<file path="config.mk">
export PLATFORM = sky130hd
export DESIGN_NAME = sort_engine_p
export DESIGN_NICKNAME = d
export VERILOG_FILES = /design/src/rtl/sort_engine_p.sv
export SDC_FILE = /design/constraint.sdc
export NUM_CORES = 1
export LEC_CHECK = 0
export CORE_UTILIZATION = 37
export CTS_BUF_LIST = sky130_fd_sc_hd__clkbuf_8 sky130_fd_sc_hd__clkbuf_16
export DETAILED_ROUTE_END_ITERATION = 16
export GPL_TIMING_DRIVEN = 1
export PLACE_DENSITY = 0.63
export SYNTH_ARGS = -nofsm -noshare
export SYNTH_HDL_FRONTEND = slang
export SYNTH_SLANG_ARGS = --single-unit
</file>
<file path="constraint.sdc">
create_clock -name clk -period 4.9 [get_ports clk]
set_clock_uncertainty 0.05 [all_clocks]
set_input_delay 0.49 -clock clk [delete_from_list [all_inputs] [get_ports clk]]
set_output_delay 0.49 -clock clk [all_outputs]
set_load 0.05 [all_outputs]
</file>
<file path="src/rtl/sort_engine_p.sv">
// In-place bubble-sort engine with early exit over a 2^L x N register RAM.
// Host loads/reads the RAM directly; a start edge sorts a prefix of runtime length.
module sort_engine_p #(
    parameter int N      = 8,
    parameter int L      = 4,
    parameter bit SIGNED = 1'b0
) (
    input  logic           clk,
    input  logic           rst,
    input  logic           WrInit,
    input  logic           Rd,
    input  logic [L-1:0]   RAddr,
    input  logic [N-1:0]   DataIn,
    input  logic [L:0]     Len,
    input  logic           descend,
    input  logic           start,
    output logic [N-1:0]   DataOut,
    output logic           busy,
    output logic           done,
    output logic [2*L-1:0] swaps
);
    localparam int DEPTH = 1 << L;
    localparam logic [L:0] DEPTH_W = {1'b1, {L{1'b0}}};

    typedef enum logic [1:0] {IDLE, CMP, PEND, DONE} state_t;

    state_t         state, state_n;
    logic [N-1:0]   mem [DEPTH];
    logic [L-1:0]   j, j_n, j1, lim, lim_n;
    logic           swapped, swapped_n, desc_q, desc_n, start_q;
    logic           busy_n, done_n;
    logic [2*L-1:0] swaps_n;
    logic [N-1:0]   a, b;
    logic [L:0]     len_c;
    logic           gt, lt, do_swap, launch, wr_ok, idle_like;

    assign idle_like = (state == IDLE) || (state == DONE);
    assign launch    = start && !start_q && idle_like;
    assign wr_ok     = WrInit && idle_like;
    assign len_c     = (Len > DEPTH_W) ? DEPTH_W : Len;

    assign j1 = j + 1'b1;
    assign a  = mem[j];
    assign b  = mem[j1];
    assign gt = SIGNED ? ($signed(a) > $signed(b)) : (a > b);
    assign lt = SIGNED ? ($signed(a) < $signed(b)) : (a < b);
    // Strict compares keep equal words in place, so the sort is stable.
    assign do_swap = (state == CMP) && (desc_q ? lt : gt);

    always_comb begin
        state_n   = state;
        j_n       = j;
        lim_n     = lim;
        swapped_n = swapped;
        desc_n    = desc_q;
        busy_n    = busy;
        done_n    = done;
        swaps_n   = swaps;
        if (wr_ok) done_n = 1'b0;
        case (state)
            IDLE, DONE: begin
                if (launch) begin
                    desc_n    = descend;
                    j_n       = '0;
                    swapped_n = 1'b0;
                    swaps_n   = '0;
                    lim_n     = L'(len_c - 1'b1);
                    if (len_c[L:1] == '0) begin
                        state_n = DONE;
                        busy_n  = 1'b0;
                        done_n  = 1'b1;
                    end else begin
                        state_n = CMP;
                        busy_n  = 1'b1;
                        done_n  = 1'b0;
                    end
                end
            end
            CMP: begin
                if (do_swap) begin
                    swapped_n = 1'b1;
                    if (swaps != '1) swaps_n = swaps + 1'b1;
                end
                if (j == lim - 1'b1) state_n = PEND;
                else                 j_n = j1;
            end
            PEND: begin
                if (!swapped || lim == 1) begin
                    state_n = DONE;
                    busy_n  = 1'b0;
                    done_n  = 1'b1;
                end else begin
                    lim_n     = lim - 1'b1;
                    j_n       = '0;
                    swapped_n = 1'b0;
                    state_n   = CMP;
                end
            end
            default: state_n = IDLE;
        endcase
    end

    always_ff @(posedge clk) begin
        if (!rst) begin
            state   <= IDLE;
            start_q <= 1'b0;
            busy    <= 1'b0;
            done    <= 1'b0;
            swaps   <= '0;
            DataOut <= '0;
            j       <= '0;
            lim     <= '0;
            swapped <= 1'b0;
            desc_q  <= 1'b0;
        end else begin
            state   <= state_n;
            start_q <= start;
            busy    <= busy_n;
            done    <= done_n;
            swaps   <= swaps_n;
            j       <= j_n;
            lim     <= lim_n;
            swapped <= swapped_n;
            desc_q  <= desc_n;
            if (Rd) DataOut <= mem[RAddr];
        end
    end

    // RAM is never cleared; a reset edge only suppresses the pending swap/write.
    always_ff @(posedge clk) begin
        if (rst) begin
            if (do_swap) begin
                mem[j]  <= b;
                mem[j1] <= a;
            end else if (wr_ok) begin
                mem[RAddr] <= DataIn;
            end
        end
    end
endmodule

</file>
==> reports/metrics.cfg <==
[yosys]
ys_types=68
syn-num-nets=865
yosys.area.top_type=edfxtp_1
ys_async_sr_fraction_pct=0
synthCells=822
synth_top_area_share_pct=34.3
synth-edff-count=128
synth_area_leaders=edfxtp_1, mux4_2, mux2i_1
netlist_area_um2=11200
synth_area_per_cell_um2=13.6
synth_flop_cell=edfxtp_1
ys_warn_count=0
synth-seq-cells=163
seq_area_frac_synth_pct=40.6

[final_layout]
layout_common_cells=mux2i_1, edfxtp_1, mux4_2
stdcell_area_um2=12800
final_core_util_pct=43.1
num_antenna_cells=0
nets=905
area_delta_synth_final_pct=14.5
final_common_cell=mux2i_1
drive_above_1_share_pct=29.6

[clock_tree]
clock_sinks=163
cts_tree=yes
clock_path_buffers=2
cts_buffers=17
clk-insertion-delay-late_ns=0.45
ctsRootBufferMaster=clkbuf_16
htree_levels=4
post_cts_buffers=0
clk_pin_slew_ns=0.07

[sta]
rsz0062_at_grt=yes
final_hold_viol_count=0
drv_slew=0
fin_crit_sh_pct=95.9
whs_ns=0.453
fmax_mhz=213
post-route-min-period_ns=4.70
setup_violations=0
relSlewSlack_pct=33.6
worstMarginPinSlew_ns=0.996

[floorplan]
initial_utilization_pct=37.7
fp.coreArea_um2=29700
dieWidth_um=176
placementRows=63
io_pins=41
die_area_um2=31000
die_h_um=176

[worst_setup_path]
path_cells=inv_1 -> ha_2 -> buf_12 -> mux4_2 -> mux4_2 -> ha_1 -> and4_1 -> a211oi_2 -> nor2_2 -> a22o_4 -> buf_4 -> a21oi_4 -> mux2i_1
crit_path_max_fanout=16
critPathMostFrequentCell=mux4_2
critical_path.endpoint_type=flip-flop
crit_path_start_kind=flip-flop
cp.arrival_ns=4.81
critPathSlowestCell=mux4_2
critPathMaxStageDelay_ns=0.52
critPathKind=reg2reg
worstPathRequired_ns=5.01

[run]
drv_cap=0

[place]
dp_hpwl_um=24900
gp_congestion=0.990
placed_cell_area_um2=12200
portBuffers=40

[route]
drt_iter0_markers=723
ant_nets=0
vias=7897
routed_via_density=6.25
drc=0
wl_um=34200
firstDrtPassIters=5
routedWlPerCell_um=27.1

[global_routing]
grt_use_total_pct=22.8
grt_pass1_wl_um=51800
antenna_found_initial=0
grt_pass1_vias=7969
grt_max_degree=41
grt-ovfl-total=0

[worst_hold_path]
hold_class=reg2reg

[power_and_ir_drop]
vdd_drop_max_v=0.000408
power.density_nw_per_um2=632
p_leak_nw=5.15

[outcome]
run_status=complete, no violations

==> kinds of logic (layout without fill, tap and decap cells) <==
kind of cell	count (synthesis)	after routing	synth area share (%)
multiplexers	286	286	37.6
flip-flops	163	163	40.6
AND/OR/NAND/NOR	137	137	6.48
AO/OA/AOI/OAI	104	104	7.14
buffers and inverters	97	149	4.54
adder cells (fa/ha/maj)	20	20	2.23
XOR/XNOR	15	15	1.41
==> cell usage after synthesis, types with 9 or more instances <==
| cell | n |
|---|---|
| a21oi_1 | 10 |
| and3_1 | 9 |
| buf_2 | 33 |
| clkbuf_1 | 26 |
| dfxtp_1 | 35 |
| edfxtp_1 | 128 |
| ha_1 | 20 |
| inv_1 | 15 |
| mux2_2 | 16 |
| mux2i_1 | 163 |
| mux4_2 | 105 |
| nand2_1 | 29 |
| nand3_1 | 29 |
| nor2_1 | 15 |
| nor2b_1 | 20 |
| o21ai_0 | 22 |
==> power by group <==
| group | switching, mW | leakage (nW) | internal [mW] |
|---|---|---|---|
| combinational | 2.57 | 3.41 | 1.75 |
| clock | 0.636 | 0.284 | 0.716 |
| sequential | 0.243 | 1.45 | 2.19 |
| total | 3.44 | 5.15 | 4.66 |
==> repair_timing <==
item | in CTS | in global routing
hold endpoints to repair | 0 | 0
resized for setup | 0 | 3
hold buffers | 0 | 0
endpoints found under the setup margin | 0 | 40
==> through the flow <==
step           setup slack [ns]  power, mW  setup TNS [ns]  instances
2_1_floorplan           0.00742       5.36               0        822
3_3_place_gp              0.268       6.62               0       1233
3_5_place_dp              0.233       6.69               0       1233
4_1_cts                   0.217       8.04               0       1264
5_1_grt                 -0.0121       8.47         -0.0684       1264
6_report                  0.202       8.11               0       1264
==> sequential cells by signal, indices dropped and copies added (netlist names), named ones only <==
| name | count |
|---|---|
| DataOut | 8 |
| busy | 1 |
| desc_q | 1 |
| done | 1 |
| j | 4 |
| lim | 4 |
| mem | 128 |
| start_q | 1 |
| state | 2 |
| swapped | 1 |
| swaps | 8 |
==> area by class of cell <==
type,instances,area (um2)
Fill cell,2686,16900
Tap cell,390,488
Sequential cell,163,4550
Clock inverter,14,149
Multi-Input combinational cell,562,6250
Inverter,16,60.1
Timing Repair Buffer,102,906
Clock buffer,17,425
==> per-layer routing <==
layer	routed length, um	up-vias	global-route usage, %	share of wire, %
li1	-	3368	-	-
met1	13700	3996	29.8	40
met2	15900	461	36.7	47
met3	3480	72	5.75	10
met4	1070	0	8.30	3.1
met5	0	-	0	0
==> final timing paths <==
path	cells past startpoint	endpoint	startpoint	slack [ns]
min	2	lim[1]$_SDFFE_PN0P_	lim[1]$_SDFFE_PN0P_	0.45
min reg2reg	2	lim[1]$_SDFFE_PN0P_	lim[1]$_SDFFE_PN0P_	0.45
max reg2reg	13	mem[9][1]$_DFFE_PP_	j[0]$_SDFFE_PN0P_	0.20
max	13	mem[9][1]$_DFFE_PP_	j[0]$_SDFFE_PN0P_	0.20
==> critical path: cells and delay by family, from the launching register on <==
kind / cells / cell delay (ns)
fa+ha+maj: 2 / 0.74
flops: 1 / 0.35
compound gates: 3 / 1.13
simple gates: 2 / 0.42
mux: 3 / 1.21
buf+inv: 3 / 0.50
(Power assumes the default switching activity.)
